--- src/rtl/blackjack_round_ctrl.sv ---
// blackjack_round_ctrl: one round of blackjack. It deals two cards to the
// player and two to the dealer, runs the player hit/stand phase and then the
// dealer draw phase, and reports sums and the outcome.
// Optional build macro: BJ_DEALER_HITS_SOFT17_EN (dealer also draws on soft 17).
//
// Generator handshake: card_on is a one-cycle request, high only in REQ.
// The generator has no ready signal. card1_in/card2_in are sampled exactly
// CARD_LAT cycles after the request cycle. A required card of 0 or >10 is a
// miss: the hand is left unchanged and the request is re-issued.
module blackjack_round_ctrl #(
  parameter int unsigned CARD_LAT     = 1,
  parameter int unsigned MAX_RETRY    = 3,
  parameter int unsigned DEALER_STAND = 17
) (
  input  logic       clk,
  input  logic       reset,
  input  logic       start,
  input  logic       hit,
  input  logic       stand,
  input  logic [3:0] card1_in,
  input  logic [3:0] card2_in,
  output logic       card_on,
  output logic [4:0] player_sum,
  output logic [4:0] dealer_sum,
  output logic       player_turn,
  output logic [2:0] outcome,
  output logic       round_done,
  output logic [3:0] dbg_state
);

  typedef enum logic [3:0] {
    S_IDLE     = 4'd0,
    S_REQ      = 4'd1,
    S_WAIT     = 4'd2,
    S_CHECK_BJ = 4'd3,
    S_PLAYER   = 4'd4,
    S_HIT_CHK  = 4'd5,
    S_DEALER   = 4'd6,
    S_COMPARE  = 4'd7,
    S_DONE     = 4'd8,
    S_ERROR    = 4'd9
  } state_t;

  // What the outstanding card request is for.
  typedef enum logic [1:0] {
    T_DEAL_P = 2'd0,
    T_DEAL_D = 2'd1,
    T_HIT    = 2'd2,
    T_DRAW   = 2'd3
  } tgt_t;

  state_t     state_q, state_d;
  tgt_t       tgt_q, tgt_d;
  logic [7:0] wait_q, wait_d;
  logic [3:0] retry_q, retry_d;
  logic [4:0] p_hard_q, p_hard_d, d_hard_q, d_hard_d;
  logic       p_ace_q, p_ace_d, d_ace_q, d_ace_d;
  logic [2:0] outcome_q, outcome_d;
  logic       done_q, done_d;

  logic [4:0] p_best, d_best;
  logic       d_soft, two_card, miss, d_draw;

  function automatic logic [4:0] sat_add(input logic [4:0] a, input logic [3:0] b);
    logic [5:0] s;
    s = {1'b0, a} + {2'b00, b};
    return s[5] ? 5'd31 : s[4:0];
  endfunction

  function automatic logic bad_card(input logic [3:0] c);
    return (c == 4'd0) || (c > 4'd10);
  endfunction

  assign p_best   = (p_ace_q && p_hard_q <= 5'd11) ? p_hard_q + 5'd10 : p_hard_q;
  assign d_soft   = d_ace_q && d_hard_q <= 5'd11;
  assign d_best   = d_soft ? d_hard_q + 5'd10 : d_hard_q;
  assign two_card = (tgt_q == T_DEAL_P) || (tgt_q == T_DEAL_D);
  assign miss     = bad_card(card1_in) || (two_card && bad_card(card2_in));

`ifdef BJ_DEALER_HITS_SOFT17_EN
  assign d_draw = (d_best < 5'(DEALER_STAND)) || (d_soft && d_best == 5'(DEALER_STAND));
`else
  assign d_draw = d_best < 5'(DEALER_STAND);
`endif

  assign card_on     = (state_q == S_REQ);
  assign player_turn = (state_q == S_PLAYER);
  assign player_sum  = p_best;
  assign dealer_sum  = d_best;
  assign outcome     = outcome_q;
  assign round_done  = done_q;
  assign dbg_state   = state_q;

  // State and datapath registers; reset aborts any round in progress.
  always_ff @(posedge clk or posedge reset) begin
    if (reset) begin
      state_q   <= S_IDLE;
      tgt_q     <= T_DEAL_P;
      wait_q    <= '0;
      retry_q   <= '0;
      p_hard_q  <= '0;
      p_ace_q   <= 1'b0;
      d_hard_q  <= '0;
      d_ace_q   <= 1'b0;
      outcome_q <= '0;
      done_q    <= 1'b0;
    end else begin
      state_q   <= state_d;
      tgt_q     <= tgt_d;
      wait_q    <= wait_d;
      retry_q   <= retry_d;
      p_hard_q  <= p_hard_d;
      p_ace_q   <= p_ace_d;
      d_hard_q  <= d_hard_d;
      d_ace_q   <= d_ace_d;
      outcome_q <= outcome_d;
      done_q    <= done_d;
    end
  end

  // Next-state, card capture and outcome decisions.
  always_comb begin
    state_d   = state_q;
    tgt_d     = tgt_q;
    wait_d    = wait_q;
    retry_d   = retry_q;
    p_hard_d  = p_hard_q;
    p_ace_d   = p_ace_q;
    d_hard_d  = d_hard_q;
    d_ace_d   = d_ace_q;
    outcome_d = outcome_q;
    done_d    = done_q;

    case (state_q)
      S_IDLE, S_DONE, S_ERROR: begin
        if (start) begin
          state_d   = S_REQ;
          tgt_d     = T_DEAL_P;
          retry_d   = '0;
          p_hard_d  = '0;
          p_ace_d   = 1'b0;
          d_hard_d  = '0;
          d_ace_d   = 1'b0;
          outcome_d = '0;
          done_d    = 1'b0;
        end
      end
      S_REQ: begin
        wait_d  = '0;
        state_d = S_WAIT;
      end
      S_WAIT: begin
        if (wait_q == 8'(CARD_LAT - 1)) begin
          if (miss) begin
            if (({1'b0, retry_q} + 5'd1) >= 5'(MAX_RETRY)) begin
              state_d   = S_ERROR;
              outcome_d = 3'd7;
              done_d    = 1'b1;
            end else begin
              retry_d = retry_q + 4'd1;
              state_d = S_REQ;
            end
          end else begin
            retry_d = '0;
            case (tgt_q)
              T_DEAL_P: begin
                p_hard_d = sat_add(sat_add(p_hard_q, card1_in), card2_in);
                p_ace_d  = p_ace_q || card1_in == 4'd1 || card2_in == 4'd1;
                tgt_d    = T_DEAL_D;
                state_d  = S_REQ;
              end
              T_DEAL_D: begin
                d_hard_d = sat_add(sat_add(d_hard_q, card1_in), card2_in);
                d_ace_d  = d_ace_q || card1_in == 4'd1 || card2_in == 4'd1;
                state_d  = S_CHECK_BJ;
              end
              T_HIT: begin
                p_hard_d = sat_add(p_hard_q, card1_in);
                p_ace_d  = p_ace_q || card1_in == 4'd1;
                state_d  = S_HIT_CHK;
              end
              default: begin
                d_hard_d = sat_add(d_hard_q, card1_in);
                d_ace_d  = d_ace_q || card1_in == 4'd1;
                state_d  = S_DEALER;
              end
            endcase
          end
        end else begin
          wait_d = wait_q + 8'd1;
        end
      end
      S_CHECK_BJ: begin
        if (p_best == 5'd21) begin
          outcome_d = (d_best == 5'd21) ? 3'd3 : 3'd4;
          done_d    = 1'b1;
          state_d   = S_DONE;
        end else begin
          state_d = S_PLAYER;
        end
      end
      S_PLAYER: begin
        if (hit) begin
          tgt_d   = T_HIT;
          state_d = S_REQ;
        end else if (stand) begin
          state_d = S_DEALER;
        end
      end
      S_HIT_CHK: begin
        if (p_best > 5'd21) begin
          outcome_d = 3'd2;
          done_d    = 1'b1;
          state_d   = S_DONE;
        end else if (p_best == 5'd21) begin
          state_d = S_DEALER;
        end else begin
          state_d = S_PLAYER;
        end
      end
      S_DEALER: begin
        if (d_draw) begin
          tgt_d   = T_DRAW;
          state_d = S_REQ;
        end else begin
          state_d = S_COMPARE;
        end
      end
      S_COMPARE: begin
        if (d_best > 5'd21 || p_best > d_best) outcome_d = 3'd1;
        else if (p_best < d_best)              outcome_d = 3'd2;
        else                                   outcome_d = 3'd3;
        done_d  = 1'b1;
        state_d = S_DONE;
      end
      default: state_d = S_IDLE;
    endcase
  end

endmodule
--- config.mk ---
export PLATFORM = sky130hd
export DESIGN_NAME = blackjack_round_ctrl
export DESIGN_NICKNAME = d
export VERILOG_FILES = /design/src/rtl/blackjack_round_ctrl.sv
export SDC_FILE = /design/constraint.sdc
export NUM_CORES = 1
export LEC_CHECK = 0
export BUFFER_PORTS_ARGS = -buffer_cell sky130_fd_sc_hd__buf_2
export CAP_MARGIN = 10
export CELL_PAD_IN_SITES_DETAIL_PLACEMENT = 0
export CELL_PAD_IN_SITES_GLOBAL_PLACEMENT = 1
export CORE_UTILIZATION = 49
export CTS_CLUSTER_DIAMETER = 50
export DETAILED_ROUTE_END_ITERATION = 12
export PLACE_DENSITY = 0.95
export SLEW_MARGIN = 20
export SYNTH_ARGS = -nofsm -noshare
export SYNTH_HDL_FRONTEND = slang
export SYNTH_SLANG_ARGS = --single-unit
export TNS_END_PERCENT = 50
--- constraint.sdc ---
create_clock -name clk -period 8.9 [get_ports clk]
set_input_delay 1.335 -clock clk [delete_from_list [all_inputs] [get_ports clk]]
set_output_delay 1.335 -clock clk [all_outputs]
set_load 0.01 [all_outputs]
# After elaboration in Yosys (flattened, before gate mapping)
# Index checks and enable logic that the tools add are counted.
# W data, S select, Z words.
[word_totals]
regBits = 34
[op_classes]
n_addsub = 9
n_lt_le_gt_ge = 10
eq_ne = 30
mux = 66
reduce_logical = 30
[op_table]
columns = ["operator", "n"]
rows = [
  ["$mux W5", 11],
  ["$mux W4", 12],
  ["$pmux W5 S2", 4],
  ["$pmux W4 S8", 1],
  ["$add A5 B4 Y6", 4],
  ["$mux W3", 8],
  ["$ne A2 B2 Y1 const B", 12],
  ["$eq A4 B3 Y1 const B", 4],
  ["$mux W2", 8],
  ["$pmux W8 S2", 1],
  ["$pmux W3 S5", 1],
  ["$reduce_and A7 Y1", 2],
  ["$eq A4 B1 Y1 const B", 3],
  ["$logic_not A4 Y1", 3],
  ["$mux W1", 11],
  ["$add A5 B4 Y5 const B", 2],
  ["$eq A5 B5 Y1 const B", 2],
  ["$gt A5 B5 Y1 const B", 2],
  ["$le A5 B4 Y1 const B", 2],
  ["$reduce_and A5 Y1", 2],
  ["$logic_or A1 B1 Y1", 9],
  ["$ne A3 B3 Y1 const B", 3],
  ["$pmux W3 S3", 1],
  ["$add A8 B1 Y8 const B", 1],
  ["27 further kinds", 36],
]

# Longest topological paths before layout
# Gate-level depths: netlist of the first run.
[logic_depth]
ltp_word = 8
ltp_mapped = 15
mapped_depth_nobuf = 15

# Worst setup path after synthesis of the first run
# No wires, ideal clock.
[synth_path]
path_type = "input to register"
from = "input port card1_in[1]"
to = "register p_hard_q[2]"
setup_time_ns = 0.125
arrival_ns = 3.712
slack_ns = 5.063
cell_stages = 14
cell_sequence = "ha_1 a21o_1 a21oi_1 nor2b_1 o21ai_0 nand2_1 ha_1 a21o_1 a21oi_1 inv_1 a21oi_1 o21ai_0 o221ai_1 nand2_1"
[synth_between]
elab_chain_cells = 8
elab_cells_between_ends = 14
[synth_lines]
columns = ["item", "line_no", "rtl"]
rows = [
  ["start, declared", "20", "input logic [3:0] card1_in,"],
  ["$add A5 B4 Y6", "66", "s = {1'b0, a} + {2'b00, b};"],
  ["$mux W5", "67", "return s[5] ? 5'd31 : s[4:0];"],
  ["$add A5 B4 Y6", "66", ""],
  ["$mux W5", "67", ""],
  ["$pmux W5 S2", "165", "case (tgt_q)"],
  ["$mux W5", "154", "if (miss) begin"],
  ["$mux W5", "153", "if (wait_q == 8'(CARD_LAT - 1)) begin"],
  ["$pmux W5 S2", "134", "case (state_q)"],
  ["end signal, assigned", "112", "p_hard_q <= p_hard_d;"],
  ["end, declared", "56", "logic [4:0] p_hard_q, p_hard_d, d_hard_q, d_hard_d;"],
]
# Parallel ways exist; a longest one is shown, timed or not. The select of a mux whose other input is x is not followed.
# A chain may end at the register's enable or synchronous reset.

# Final worst setup path of the first run
[layout_path]
from = "input port card1_in[1]"
to = "register d_hard_q[0]"
[layout_between]
elab_chain_cells = 8
elab_cells_between_ends = 14
[layout_lines]
columns = ["item", "line_no", "rtl"]
rows = [
  ["$add A5 B4 Y6", "66", ""],
  ["$mux W5", "67", ""],
  ["$add A5 B4 Y6", "66", ""],
  ["$mux W5", "67", ""],
  ["$pmux W5 S2", "165", ""],
  ["$mux W5", "154", ""],
  ["$mux W5", "153", ""],
  ["$pmux W5 S2", "134", ""],
  ["end signal, assigned", "114", "d_hard_q <= d_hard_d;"],
  ["end, declared", "56", ""],
]
# Parallel ways exist; a longest one is shown, timed or not. The select of a mux whose other input is x is not followed.

==> results of run 1 <==
## how the worst min path moves through the flow
stage / startpoint / to / cells past startpoint
floorplan: retry_q[3] / retry_q[3] / 1
global placement: outcome[2] / outcome[2] / 2
detailed placement: outcome[2] / outcome[2] / 2
CTS: outcome[2] / outcome[2] / 2
global route: round_done / round_done / 1
finish: outcome[2] / outcome[2] / 2
## registers in the layout, indices dropped and copies added (netlist names), 2 cells and up
signal and flops:
retry_q 4, p_hard_q 5, d_hard_q 5, tgt_q 2
wait_q 8, outcome 3, dbg_state 4
## placed cells by master, fill, tap and decap left out, drive strengths merged, types with 3 or more instances in the layout
cell type / instances
nand2: 45
dfrtp: 34
buf: 33
nor2: 31
inv: 31
o21ai: 31
ha: 27
a21oi: 17
nor2b: 12
nand2b: 11
a21o: 10
o221ai: 9
nor3: 9
xnor2: 8
xor2: 8
a31oi: 7
o211ai: 7
clkbuf: 7
nor4: 6
nand3: 5
a211oi: 5
nand4: 4
fa: 4
and3: 4
nand3b: 3
mux2i: 3
o21a: 3
mux2: 3
o2111a: 3
or3: 3
## kinds of logic after synthesis
kind of cell | share of synthesized area
muxes | 0.01964
DFF | 0.2618
adders and majority gates | 0.1286
and+or+nand+nor | 0.2460
AOI/OAI and AO/OA | 0.2303
xor gates and xnor gates | 0.04313
buffers and inverters | 0.07046
## through the flow
step / utilization / worst slack (ps) / cell area (sq um)
after floorplan: - / 5063 / 3249
after global placement: 0.5325 / 4750 / 3401
after detailed placement: 0.5325 / 4596 / 3401
after CTS: 0.5492 / 4894 / 3507
after global routing: 0.5492 / 4507 / 3507
final: 0.5492 / 4841 / 3507
## worst register-to-register path, stage by stage, from the launching register on
cell	delay (ps)
dfrtp_1	620
ha_1	320
a21o_1	170
a21oi_1	260
nor2b_1	70
o21ai_0	310
nand2_1	160
ha_1	290
a21o_1	180
a21oi_1	280
inv_1	80
a21oi_1	140
o21ai_0	170
o221ai_1	250
nand2_1	70
## routing by layer
metal	routed length, um	track usage	part of all wire	up-vias
met2	3461	0.3480	0.46	98
met5	0	0	0	-
met4	58	0.06009	0.0078	0
met3	357	0.04274	0.048	6
li1	-	-	-	1457
met1	3592	0.3132	0.48	1359
## area by class of cell
class                           instances  share of cell area
Tap cell                               77             0.02747
Multi-Input combinational cell        308              0.6186
Timing Repair Buffer                   33             0.04781
Clock buffer                            7             0.02176
Inverter                               31             0.03318
Clock inverter                          1            0.008562
Sequential cell                        34              0.2426
## power by group
part	total (mW)	switching [mW]	internal, mW	leakage, nW
Clock	0.139	0.0553	0.0838	0.0524
Sequential	0.260	0.0740	0.186	0.465
Combinational	0.576	0.331	0.245	1.16
Total	0.975	0.460	0.514	1.67
==> flow_summary_export.csv, run 1 <==
group,metric,value,unit
outcome,status,"finished, final reports clean",
logic_synthesis,synth_flop_cell,"dfrtp_1",
clock_tree,root_buffer,"clkbuf_8",
sta,relSlewSlack,0.4866,
worst_setup_path,crit_cells,15,
clock_tree,clk_latency,290,ps
clock_tree,cts_hold_buf,0,
layout,area_growth,7.932,%
logic_synthesis,syn_nets,431,
worst_setup_path,critPathRequiredTime,9070,ps
sta,fin_setup_tns,0,ps
floorplanning,die_x,83.44,um
clock_tree,cts_tree,"yes",
worst_setup_path,cp_common_cell,"a21oi_1",
drt,antenna_left,0,
drt,drt_wl_total,7470,um
global_routing,grt_pass1_wl,12660,um
placement,numPortBuffers,32,
layout,seqCellArea,850.8,sq um
logic_synthesis,syn_inst,387,
sta,worst_hold_slack,476.9,ps
global_routing,grt_max_degree,35,
layout,nNetsFinal,457,
sta,fin_crit_sh,0.4561,
worst_setup_path,r2r-end,"p_hard_q[2]",
hold_path,min_path_type,"register to register",
clock_tree,cts.reportedPaths.clkPinSlew,70,ps
floorplanning,dieArea,0.006961,sq mm
sta,post-route-min-period,4059,ps
clock_tree,cts_buffer_depth,2,
worst_setup_path,crit_arrival,4230,ps
logic_synthesis,synth_commonest_cells,"45 x nand2_1, 34 x dfrtp_1, 31 x inv_1, 31 x nor2_1, 29 x o21ai_0",
power_and_ir_drop,leakagePower,1.673,nW
worst_setup_path,r2r_cells,14,
placement,place_congestion,0.8653,
power_and_ir_drop,report.power.total,974.8,uW
drt,first_pass_iters,4,
worst_setup_path,r2r_start,"p_hard_q[1]",
worst_setup_path,crit_family,"compound AO/OA/AOI/OAI gates",
power_and_ir_drop,power_density,278.0,mW/mm^2
drt,routed_via_density,5.947,
logic_synthesis,async_reset_ff_frac,1.000,
global_routing,grt_remaining_overflow,0,
worst_setup_path,path_buf_inv,2,
floorplanning,coreArea,0.006386,sq mm
drt,first_iter_violations,233,
logic_synthesis,ys_warn_count,0,
logic_synthesis,synth.distinct_cells,66,
logic_synthesis,synth_top_area_cell,"dfrtp_1",
logic_synthesis,synth.area.top_cells,"dfrtp_1 26%, ha_1 10%, nand2_1 5.2%",
sta,fin_worst_skew,5.947,ps
worst_setup_path,worst_path_max_delay_cell,"o21ai_0",
global_routing,grtUsageTotal,0.2219,
worst_setup_path,ff2ff_setup_slack,5420,ps
flow_run,max-cap-violations,0,
placement,dp_cells,483,
logic_synthesis,yosys.cell_count.top_type,"nand2_1",
sta,hold_viol_final,0,
floorplanning,start_util,0.5088,
worst_setup_path,endpoint,"d_hard_q[0]",
logic_synthesis,ys_ff_latch,34,
clock_tree,clock-sinks,34,
sta,drv_slew,0,
sta,fmax,246.3,MHz
sta,tightest_slew,765.9,ps
global_routing,grt_pass1_vias,2688,
logic_synthesis,synth_edf_count,0,
floorplanning,die_h,83.44,um
floorplanning,num_rows,29,
logic_synthesis,synth-seq-area-share,0.2618,
floorplanning,pin_count,33,
logic_synthesis,synth_area,0.003249,sq mm
worst_setup_path,crit_chain,"buf_2, ha_1, a21o_1, a21oi_1, nor2b_1, o21ai_0, nand2_1, ha_1, a21o_1, a21oi_1, inv_1, a21oi_1, o21ai_0, o221ai_1, nand2_1",
drt,vias,2920,
worst_setup_path,crit_type,"input pin to register",
placement,dp_hpwl,5778,um
layout,drive_gt1_frac,0.1546,
layout,finalNonFillerCells,491,
sta,setup_violations,0,
layout,multiInputGateArea,0.002170,sq mm
logic_synthesis,syn_area_per_cell,8.396,sq um
worst_setup_path,cp-start-kind,"input pin",
drt,drc,0,
clock_tree,post_cts_resized,0,
clock_tree,cts_made_buffers,5,
logic_synthesis,synth_top_area_share,0.2618,
worst_setup_path,cpPeakStageDelay,360,ps
layout,fillers,605,
worst_setup_path,worst_setup_path_end_kind,"register",
sta,rsz0062_at_grt,"no",
layout,insertedDiodeCount,0,
power_and_ir_drop,vdd_ir_drop_max,158.9,uV
worst_setup_path,path_max_fanout,6,
drt,wire_per_inst,15.21,um
clock_tree,htreeDepth,2,
global_routing,antenna_found_initial,0,
worst_setup_path,crit_path_start,"card1_in[1]",
clock_tree,post_cts_buffers,0,
Power figures use the tool's default switching activity.
==> inputs of run 2 (changes only) <==
Settings changed: CORE_UTILIZATION 49 to 41, PLACE_DENSITY 0.95 to 0.89.
Clock period 8.9 ns to 3.5 ns, I/O delays scaled along.
==> flow_summary_export.csv, run 2 (synthesis gave the netlist of run 1 again) <==
group,metric,value,unit
sta,fin_worst_skew,3.726,ps
global_routing,met2_usage,0.3378,
drt,wire_per_inst,15.00,um
floorplanning,num_rows,32,
flow_run,max-cap-violations,0,
clock_tree,root_buffer,"clkbuf_8",
global_routing,grt_use_met1,0.2591,
outcome,status,"finished, final reports clean",
global_routing,grt_pass1_vias,2801,
global_routing,antenna_found_initial,0,
layout,nNetsFinal,462,
global_routing,grt_max_degree,35,
power_and_ir_drop,power_density,691.0,mW/mm^2
worst_setup_path,path_max_fanout,8,
power_and_ir_drop,leakagePower,1.693,nW
floorplanning,coreArea,0.007687,sq mm
sta,drv_slew,0,
clock_tree,htreeDepth,2,
worst_setup_path,cp-start-kind,"register",
global_routing,grtUsageTotal,0.1970,
power_and_ir_drop,vdd_ir_drop_max,260.5,uV
worst_setup_path,crit_arrival,3280,ps
sta,fmax,321.4,MHz
placement,pre_cts_slack,76.69,ps
worst_setup_path,worst_setup_path_end_kind,"register",
drt,drc,0,
global_routing,grt_remaining_overflow,0,
drt,drt_wl_total,7816,um
drt,vias,2898,
worst_setup_path,crit_path_start,"d_hard_q[0]",
layout,top_regs,"wait_q x8, d_hard_q x5, p_hard_q x5",
layout,final_common_cell,"nand2_1",
clock_tree,cts.reportedPaths.clkPinSlew,70,ps
drt,routed_via_density,5.562,
layout,insertedDiodeCount,0,
layout,area_growth,9.704,%
floorplanning,start_util,0.4227,
sta,fin_setup_tns,0,ps
sta,rsz0062_at_grt,"no",
floorplanning,dieArea,0.008286,sq mm
sta,fin_crit_sh,0.8889,
placement,numPortBuffers,32,
worst_setup_path,crit_type,"register to register",
layout,layout_common_cells,"45 x nand2_1, 34 x dfrtp_1, 32 x buf_2, 31 x nor2_1, 31 x inv_1",
drt,first_pass_iters,4,
placement,dp_hpwl,6088,um
layout,drive_gt1_frac,0.1695,
sta,relSlewSlack,0.4477,
sta,setup_violations,0,
drt,antenna_left,0,
floorplanning,die_h,91.03,um
clock_tree,cts_hold_buf,0,
global_routing,grt.busiest_layer,"met2",
hold_path,min_path_type,"input pin to async pin",
sta,post-route-min-period,3111,ps
sta,setup_ws,388.7,ps
clock_tree,clk_latency,290,ps
clock_tree,cts_tree,"yes",
global_routing,met3_usage,0.02345,
worst_setup_path,r2r_start,"d_hard_q[0]",
global_routing,grt_pass1_wl,13210,um
layout,largest_reg_flops,8,
drt,first_iter_violations,180,
clock_tree,cts_buffer_depth,2,
layout,top_register,"wait_q",
sta,hold_viol_final,0,
worst_setup_path,critPathRequiredTime,3670,ps
placement,place_congestion,0.8145,
layout,fin_util,0.4637,
clock_tree,cts_made_buffers,5,
floorplanning,die_x,91.03,um
sta,tightest_slew,823.9,ps
floorplanning,pin_count,33,
clock_tree,clock-sinks,34,
run 2: cell count changes in the layout (fill, tap and decap cells not counted), sizes merged:
cell / change
buf: +5
bufinv: -1
clkbuf: -1
clkinv: +1
clkinvlp: +1
run 2: final timing paths:
kind / endpoint / slack [ps] / depth (start not counted)
min in group clk: outcome[2] / 490 / 2
hold / removal: p_hard_q[3] / 320 / 3
hold reg to reg: outcome[2] / 490 / 2
max in group asynchronous: d_hard_q[3] / 2870 / 3
setup reg to reg: d_hard_q[3] / 390 / 14
setup / recovery: d_hard_q[3] / 390 / 14
run 2: per-stage QoR:
step / hold slack [ps] / instances / cell area [sq um] / total power [mW]
after floorplan: 465.3 / 387 / 3249 / 1.800
after global placement: 460.3 / 513 / 3470 / 2.122
after detailed placement: 470.0 / 513 / 3470 / 2.148
after CTS: 333.0 / 521 / 3565 / 2.465
after global routing: 361.2 / 521 / 3565 / 2.677
final: 315.5 / 521 / 3565 / 2.463
run 2: repair_timing:
| action | in CTS | in global routing |
|---|---|---|
| setup buffers | 0 | 0 |
| endpoints found under the setup margin | 0 | 4 |
| gates resized for setup | 0 | 1 |
run 2: final cells by class:
class | count | area [sq um]
clock inverters | 2 | 12.51
flip-flops and latches | 34 | 850.8
clock buffers | 6 | 82.58
fillers | 788 | 4123
well taps | 102 | 127.6
inverters | 31 | 116.4
multi-input cells | 308 | 2170
repair buffers | 38 | 205.2
run 2: metal layers:
metal  routed length (um)  part of all wire
met4                  146             0.019
met1                 3859              0.49
met2                 3650              0.47
met5                    0                 0
met3                  159             0.020
run 2: power breakdown:
group          leakage [nW]  total [mW]  switching, mW  internal [mW]
clock network        0.0472       0.310          0.152          0.158
logic                  1.18        1.51          0.869          0.645
registers             0.465       0.638          0.165          0.473
total                  1.69        2.46           1.19           1.28
run 2: worst max-delay path: stages (launching register included):
cell,delay (ps)
dfrtp_1,500
ha_1,270
a21o_1,160
a21oi_1,210
nor2b_1,90
o21ai_1,230
nand2_1,140
ha_1,290
a21o_1,180
a21oi_1,210
inv_1,90
a21oi_1,140
o21ai_0,170
o221ai_1,240
nand2_1,70
